File: src/rtl/vision_pkg.sv
// -----------------------------------------------------------------------------
// vision_pkg
// Shared types and helpers for the vision move controller.
//   state_t     : controller states, encoded as reported on state_out
//   row_t/col_t : 2-bit row and column indices of the 3x3 quadrant grid
//   LANE_*      : lane encodings driven on lane_out
//   quad_idx()  : bit position of quadrant (row, col) in the occupancy word
// -----------------------------------------------------------------------------
package vision_pkg;

   typedef logic [1:0] row_t;
   typedef logic [1:0] col_t;

   typedef enum logic [1:0] {
      ST_IDLE  = 2'd0,
      ST_CAL   = 2'd1,
      ST_TRACK = 2'd2,
      ST_LOST  = 2'd3
   } state_t;

   localparam col_t LANE_LEFT   = 2'd0;
   localparam col_t LANE_CENTRE = 2'd1;
   localparam col_t LANE_RIGHT  = 2'd2;

   function automatic logic [3:0] quad_idx(input row_t row, input col_t col);
      return ({2'b00, row} * 4'd3) + {2'b00, col};
   endfunction

endpackage

File: src/rtl/vision_frame_features.sv
// -----------------------------------------------------------------------------
// vision_frame_features
// Purely combinational decode of one 3x3 occupancy word into frame features.
//   i_quadrants        : occupancy, bit 3*row+col, row 0 top, col 0 left
//   o_col_occ          : per-column OR over the three rows
//   o_cand_lane        : occupied column when exactly one column is occupied
//   o_cand_lane_valid  : exactly one column is occupied
//   o_top_row          : smallest row with any occupied bit
//   o_top_row_present  : at least one bit of i_quadrants is set
// -----------------------------------------------------------------------------
module vision_frame_features
   import vision_pkg::*;
(
   input  logic [8:0] i_quadrants,
   output logic [2:0] o_col_occ,
   output col_t       o_cand_lane,
   output logic       o_cand_lane_valid,
   output row_t       o_top_row,
   output logic       o_top_row_present
);

   always_comb begin
      o_col_occ = 3'b000;
      for (int r = 0; r < 3; r++) begin
         for (int c = 0; c < 3; c++) begin
            if (i_quadrants[quad_idx(row_t'(r), col_t'(c))]) begin
               o_col_occ[c] = 1'b1;
            end
         end
      end
   end

   // A lane candidate exists only when the player occupies a single column.
   always_comb begin
      o_cand_lane       = LANE_CENTRE;
      o_cand_lane_valid = 1'b0;
      case (o_col_occ)
         3'b001: begin o_cand_lane = LANE_LEFT;   o_cand_lane_valid = 1'b1; end
         3'b010: begin o_cand_lane = LANE_CENTRE; o_cand_lane_valid = 1'b1; end
         3'b100: begin o_cand_lane = LANE_RIGHT;  o_cand_lane_valid = 1'b1; end
         default: ;
      endcase
   end

   always_comb begin
      o_top_row         = 2'd0;
      o_top_row_present = 1'b1;
      if (|i_quadrants[2:0]) begin
         o_top_row = 2'd0;
      end else if (|i_quadrants[5:3]) begin
         o_top_row = 2'd1;
      end else if (|i_quadrants[8:6]) begin
         o_top_row = 2'd2;
      end else begin
         o_top_row_present = 1'b0;
      end
   end

endmodule

File: src/rtl/vision_move_controller.sv
// -----------------------------------------------------------------------------
// vision_move_controller
// Calibrate/track/lost controller turning per-frame quadrant occupancy into
// debounced lane-change and jump events for the game logic.
//   pixel_clock_in     : sole clock
//   rst_in             : synchronous active-high reset
//   calibrate_in       : one-cycle request to (re)start calibration
//   quadrants_in       : 3x3 occupancy word, valid with quadrants_valid_in
//   quadrants_valid_in : one-cycle frame strobe
//   move_valid_out     : event pending (valid/ready with move_ready_in)
//   move_ready_in      : consumer accepts the pending event
//   lane_out           : current lane (0 left, 1 centre, 2 right)
//   jump_out           : jump flag of the pending event
//   calibrated_out     : baseline row captured
//   signal_lost_out    : high while in LOST
//   state_out          : IDLE=0, CAL=1, TRACK=2, LOST=3
// -----------------------------------------------------------------------------
module vision_move_controller
   import vision_pkg::*;
#(
   parameter int unsigned STABLE_FRAMES  = 3,
   parameter int unsigned CAL_FRAMES     = 8,
   parameter logic [19:0] TIMEOUT_CYCLES = 20'd800000
) (
   input  logic       pixel_clock_in,
   input  logic       rst_in,
   input  logic       calibrate_in,
   input  logic [8:0] quadrants_in,
   input  logic       quadrants_valid_in,
   output logic       move_valid_out,
   input  logic       move_ready_in,
   output logic [1:0] lane_out,
   output logic       jump_out,
   output logic       calibrated_out,
   output logic       signal_lost_out,
   output logic [1:0] state_out
);

   localparam logic [3:0] LP_STABLE = 4'(STABLE_FRAMES);
   localparam logic [3:0] LP_CAL    = 4'(CAL_FRAMES);

   state_t      r_state;
   state_t      w_state_next;
   logic [3:0]  r_cal_cnt;
   row_t        r_prev_top;
   logic [3:0]  r_lane_cnt;
   col_t        r_prev_cand;
   logic        r_prev_cand_vld;
   logic [3:0]  r_jump_cnt;
   logic        r_jump_armed;
   row_t        r_baseline;
   col_t        r_lane;
   logic        r_jump;
   logic        r_valid;
   logic        r_calibrated;
   logic        r_lost;
   logic [19:0] r_to_cnt;

   logic [2:0]  w_col_occ;
   col_t        w_cand_lane;
   logic        w_cand_vld;
   row_t        w_top_row;
   logic        w_top_present;

   vision_frame_features u_features (
      .i_quadrants       (quadrants_in),
      .o_col_occ         (w_col_occ),
      .o_cand_lane       (w_cand_lane),
      .o_cand_lane_valid (w_cand_vld),
      .o_top_row         (w_top_row),
      .o_top_row_present (w_top_present)
   );

   // Calibration requests win over frames in the same cycle.
   logic        w_frame;
   logic        w_trk_frame;
   logic        w_occupied;
   logic [3:0]  w_cal_next;
   logic        w_cal_done;
   logic        w_lane_chg;
   logic [3:0]  w_lane_next;
   logic        w_lane_post;
   logic        w_high;
   logic [3:0]  w_jump_next;
   logic        w_jump_post;
   logic        w_post;
   logic        w_accept;
   logic [19:0] w_to_next;
   logic        w_to_hit;

   assign w_frame     = quadrants_valid_in && !calibrate_in;
   assign w_trk_frame = w_frame && (r_state == ST_TRACK);
   assign w_occupied  = |w_col_occ;

   // A zero cal_cnt means no usable previous top row to compare against.
   assign w_cal_next = (w_top_present && (r_cal_cnt != 4'd0) && (w_top_row == r_prev_top))
                       ? r_cal_cnt + 4'd1
                       : {3'b000, w_top_present};
   assign w_cal_done = w_frame && (r_state == ST_CAL) && (w_cal_next == LP_CAL);

   // Only a candidate that would move the player counts towards a lane change.
   assign w_lane_chg  = w_cand_vld && (w_cand_lane != r_lane);
   assign w_lane_next = (w_lane_chg && r_prev_cand_vld && (w_cand_lane == r_prev_cand))
                        ? r_lane_cnt + 4'd1
                        : {3'b000, w_lane_chg};
   assign w_lane_post = w_trk_frame && (w_lane_next == LP_STABLE);

   // While disarmed, high frames hold the jump count instead of advancing it.
   assign w_high      = w_top_present && (w_top_row < r_baseline);
   assign w_jump_next = !w_high      ? 4'd0 :
                        r_jump_armed ? r_jump_cnt + 4'd1 : r_jump_cnt;
   assign w_jump_post = w_trk_frame && w_high && r_jump_armed && (w_jump_next == LP_STABLE);

   assign w_post   = w_lane_post || w_jump_post;
   assign w_accept = r_valid && move_ready_in;

   assign w_to_next = quadrants_valid_in           ? 20'd0 :
                      (r_to_cnt == TIMEOUT_CYCLES) ? r_to_cnt : r_to_cnt + 20'd1;
   assign w_to_hit  = (w_to_next == TIMEOUT_CYCLES);

   always_ff @(posedge pixel_clock_in) begin
      if (rst_in) begin
         r_state <= ST_IDLE;
      end else begin
         r_state <= w_state_next;
      end
   end

   always_comb begin
      w_state_next = r_state;
      if (calibrate_in) begin
         w_state_next = ST_CAL;
      end else begin
         case (r_state)
            ST_IDLE:  w_state_next = ST_IDLE;
            ST_CAL: begin
               if (w_cal_done) begin
                  w_state_next = ST_TRACK;
               end else if (w_to_hit) begin
                  w_state_next = ST_LOST;
               end
            end
            ST_TRACK: begin
               if (w_to_hit) begin
                  w_state_next = ST_LOST;
               end
            end
            ST_LOST: begin
               if (quadrants_valid_in) begin
                  w_state_next = r_calibrated ? ST_TRACK : ST_CAL;
               end
            end
            default:  w_state_next = ST_IDLE;
         endcase
      end
   end

   always_ff @(posedge pixel_clock_in) begin
      if (rst_in) begin
         r_cal_cnt       <= 4'd0;
         r_prev_top      <= 2'd0;
         r_lane_cnt      <= 4'd0;
         r_prev_cand     <= LANE_CENTRE;
         r_prev_cand_vld <= 1'b0;
         r_jump_cnt      <= 4'd0;
         r_jump_armed    <= 1'b0;
         r_baseline      <= 2'd2;
         r_lane          <= LANE_CENTRE;
         r_calibrated    <= 1'b0;
         r_lost          <= 1'b0;
         r_to_cnt        <= 20'd0;
      end else begin
         r_to_cnt <= w_to_next;
         if (calibrate_in) begin
            r_calibrated    <= 1'b0;
            r_lost          <= 1'b0;
            r_cal_cnt       <= 4'd0;
            r_lane_cnt      <= 4'd0;
            r_jump_cnt      <= 4'd0;
            r_prev_cand_vld <= 1'b0;
         end else begin
            case (r_state)
               ST_CAL: begin
                  if (quadrants_valid_in) begin
                     r_cal_cnt  <= w_cal_next;
                     r_prev_top <= w_top_row;
                     if (w_cal_done) begin
                        r_baseline   <= w_top_row;
                        r_calibrated <= 1'b1;
                     end
                  end else if (w_to_hit) begin
                     r_lost <= 1'b1;
                  end
               end
               ST_TRACK: begin
                  if (quadrants_valid_in) begin
                     r_lane_cnt      <= w_lane_post ? 4'd0 : w_lane_next;
                     r_prev_cand     <= w_cand_lane;
                     r_prev_cand_vld <= w_cand_vld;
                     if (w_lane_post) begin
                        r_lane <= w_cand_lane;
                     end
                     r_jump_cnt <= w_jump_post ? 4'd0 : w_jump_next;
                     if (w_jump_post) begin
                        r_jump_armed <= 1'b0;
                     end else if (w_occupied && !w_high) begin
                        r_jump_armed <= 1'b1;
                     end
                  end else if (w_to_hit) begin
                     r_lost <= 1'b1;
                  end
               end
               ST_LOST: begin
                  // The recovery frame only restarts tracking; it is not evaluated.
                  if (quadrants_valid_in) begin
                     r_lost          <= 1'b0;
                     r_cal_cnt       <= 4'd0;
                     r_lane_cnt      <= 4'd0;
                     r_jump_cnt      <= 4'd0;
                     r_prev_cand_vld <= 1'b0;
                  end
               end
               default: ;
            endcase
         end
      end
   end

   // Single-entry event register; an unaccepted event absorbs new posts.
   always_ff @(posedge pixel_clock_in) begin
      if (rst_in) begin
         r_valid <= 1'b0;
         r_jump  <= 1'b0;
      end else if (w_post) begin
         r_valid <= 1'b1;
         r_jump  <= (r_valid && !w_accept) ? (r_jump || w_jump_post) : w_jump_post;
      end else if (w_accept) begin
         r_valid <= 1'b0;
         r_jump  <= 1'b0;
      end
   end

   assign move_valid_out  = r_valid;
   assign lane_out        = r_lane;
   assign jump_out        = r_jump;
   assign calibrated_out  = r_calibrated;
   assign signal_lost_out = r_lost;
   assign state_out       = r_state;

endmodule

File: config.mk
export PLATFORM = sky130hd
export DESIGN_NAME = vision_move_controller
export DESIGN_NICKNAME = d
export VERILOG_FILES = /design/src/rtl/vision_pkg.sv /design/src/rtl/vision_frame_features.sv /design/src/rtl/vision_move_controller.sv
export SDC_FILE = /design/constraint.sdc
export NUM_CORES = 1
export LEC_CHECK = 0
export ABC_CLOCK_PERIOD_IN_PS = 6400
export BUFFER_PORTS_ARGS = -buffer_cell sky130_fd_sc_hd__buf_2
export CORE_ASPECT_RATIO = 0.6
export CORE_UTILIZATION = 40
export DETAILED_ROUTE_END_ITERATION = 12
export GPL_TIMING_DRIVEN = 0
export PLACE_DENSITY = 0.57
export RECOVER_POWER = 25
export SLEW_MARGIN = 20
export SYNTH_ARGS = -nofsm -noshare
export SYNTH_HDL_FRONTEND = slang
export SYNTH_HIERARCHICAL = 1
export SYNTH_SLANG_ARGS = --single-unit
File: constraint.sdc
create_clock -name pixel_clock_in -period 6.4 [get_ports pixel_clock_in]
set_input_delay 0.64 -clock pixel_clock_in [delete_from_list [all_inputs] [get_ports pixel_clock_in]]
set_output_delay 0.64 -clock pixel_clock_in [all_outputs]
set_load 0.005 [all_outputs]
==> summary.txt <==
most frequent cells in the layout: 50 x nor2_1, 48 x dfxtp_1, 29 x nand2_1
Worst Tran Pin Value: 583 ps
dpl hpwl: 5.76 mm
first-pass GRT wire length: 12.3 mm
CTS tree: done
nets: 421
PostCTS Resize Cnt: 0
dpl ws: 3060 ps
Max IR drop VDD: 0.000101 V
DRC Markers: 0
unique cell type count in the Yosys netlist: 60
CP required: 6550 ps
Starting Density: 42.9%
Worst EP arrival: 3240 ps
Total Power: 0.601 mW
Die Y: 68.8 µm
Clock Tree Buf Depth: 2
WL per Instance: 15.0 µm
GR Overflow Total: 0
number of global-route vias before repair: 2,391
first-pass iteration count of the detailed router: 4
post-CTS setup buffers: 0
P per Cell Area: 180 mW/mm²
hold_ws: 490 ps
clk_lat worst skew: 290 ps
antenna violations before repair: 0
clock root buffer: clkbuf_16
hold_sp: r_prev_cand[0]$_SDFFE_PP1P_
IO Count: 22
fin. max-slew vios: 0
Die Area: 0.00780 mm²
hold path cells: 1
Cells after Synth: 368
core area: 0.00694 mm²
GPL Wtd Cong: 0.855
placed cells: 489
ys flop type: dfxtp_1
Die Wd: 113 µm
area delta synth->final: 12.5%
Num CTS Buffers: 5
Synth Cell Area: 0.00298 mm²
Routed WL: 7.46 mm
Row Count: 23
Syn Area/Cell: 8.09 µm²
fin crit period: 3090 ps
setup tns final: 0 ps
sink count of the clock tree: 48
overall global routing resource usage: 20.8%
max frequency: 0.324 GHz
multi-input combinational cell area: 0.00187 mm²
RSZ-0062 raised after global routing: no
Reg2Reg Depth: 8
Ys Warns: 6
Antenna Nets Post-Route: 0
Cell Count, Final, Fillers Out: 497
# diodes: 0
max-cap viol count: 0
period utilisation layout: 48.2%
status: complete, no violations
sequential fraction of the synthesis area: 32.3%
Synth Register Bits: 48
CP max FO: 7
Setup Skew: 6.30 ps
Worst R2R Setup Slack: 3690 ps
Vias/cell: 5.40
kind of critical path: input pin to register
largest net degree at the start of global routing: 14
reg2reg end: state_out[0]$_SDFFE_PP0P_
most common cell after layout, fill and taps aside: nor2_1
port buffer count: 21
type of the most critical hold path: register to register
Leak: 1.23 nW
layout filler cell count: 686
FFs w/ async S/R, synth: 0%
Initial DRC Count: 207
H-tree depth: 2
CP endpoint kind: register
Post-synth EDFFs: 0
type of origin of the critical path: input pin
Hold-fix buffers, CTS: 0
register area: 961 µm²
routed vias: 2,683
Final Hold Fails: 0
final worst slack: 3310 ps
Finish-stage setup viols: 0
syn nets: 393
Hold Crit Endpoint: r_prev_cand[0]$_SDFFE_PP1P_
share of layout cells above drive strength 1: 10.8%
R2R Path Start: r_to_cnt[2]$_SDFF_PP0_
Worst slew margin: 61.2%
Clock transition at path regs: 70 ps
## worst max-delay path: stages
cell and delay (ps):
clkbuf_1 140, nor3_1 370, nand2_1 90, nor2_1 330
xnor2_1 170, nand4_1 180, nor4bb_1 310, clkbuf_1 340
nor3_1 110, o32a_1 350, nor2_1 110, a2111oi_2 80
## synthesized netlist by cell type (5+ instances only)
cell type  count  area share, %
and3_1         7            1.5
a21oi_1       19            3.2
nand2_1       29            3.7
clkbuf_1      14            1.8
a211oi_1       5            1.3
nand4_1        9            1.9
xor2_1        17            5.0
xnor2_1       14            4.1
mux2i_1        8            2.7
nor2_1        50            6.3
nor4_1         7            1.5
o21ai_0       15            2.5
nand3_1       12            2.0
dfxtp_1       48             32
nor3_1        16            2.7
inv_1         19            2.4
ha_1          11            4.6
## power breakdown
| group | leakage (nW) | internal (mW) | switching, mW | total, mW |
|---|---|---|---|---|
| clock network | 0.0712 | 0.156 | 0.112 | 0.268 |
| registers | 0.387 | 0.300 | 0.00118 | 0.301 |
| logic | 0.771 | 0.0112 | 0.0215 | 0.0327 |
## state kept, by name (all words and copies together), names as in the netlist
register and flops:
r_baseline 2, r_prev_cand_vld 1, r_jump_armed 1, r_lane_cnt 4, state_out 2, jump_out 1, r_to_cnt 20, r_prev_cand 2
move_valid_out 1, r_jump_cnt 4, signal_lost_out 1, r_prev_top 2, r_cal_cnt 4, lane_out 2, calibrated_out 1
## area by class of cell
type / instances / share of cell area, %
Multi-Input combinational cell: 283 / 55.7
Inverter: 20 / 2.24
Clock buffer: 8 / 4.37
Sequential cell: 48 / 28.7
Timing Repair Buffer: 21 / 3.03
Buffer: 17 / 2.20
Tap cell: 100 / 3.74
## cell families (layout without fill, tap and decap cells)
group	count (synthesis)	count (layout)	synth area share, %
adders and majority gates	11	11	4.63
xor gates and xnor gates	31	31	9.13
muxes	9	9	3.07
buffers and inverters	37	66	5.00
and+or+nand+nor	166	166	31.2
DFF	48	48	32.3
AOI/OAI and AO/OA	66	66	14.7
## through the flow
step	utilization, %	area (µm²)
5_1_grt	48.3	3350
3_3_place_gp	46.2	3210
2_1_floorplan	-	2980
6_report	48.3	3350
3_5_place_dp	46.2	3210
4_1_cts	48.3	3350
## worst max path at each step
stage	slack, ps	depth (start not counted)	to	startpoint
4_1_cts	3360	12	state_out[0]$_SDFFE_PP0P_	quadrants_in[0]
3_3_place_gp	3100	12	state_out[0]$_SDFFE_PP0P_	quadrants_in[0]
3_5_place_dp	3060	12	state_out[0]$_SDFFE_PP0P_	quadrants_in[0]
5_1_grt	3080	12	state_out[0]$_SDFFE_PP0P_	quadrants_in[0]
2_1_floorplan	3680	11	state_out[0]$_SDFFE_PP0P_	quadrants_in[3]
6_report	3310	12	state_out[0]$_SDFFE_PP0P_	quadrants_in[0]
## routing by layer
| metal | vias up | track usage, % | share of wire (%) |
|---|---|---|---|
| met3 | 7 | 4.90 | 5.2 |
| met1 | 1243 | 32.9 | 58 |
| met2 | 61 | 27.8 | 36 |
| met4 | 0 | 3.45 | 0.62 |
| met5 | - | 0 | 0 |
| li1 | 1372 | - | - |
Note: power is estimated with default switching activity, not from simulation.
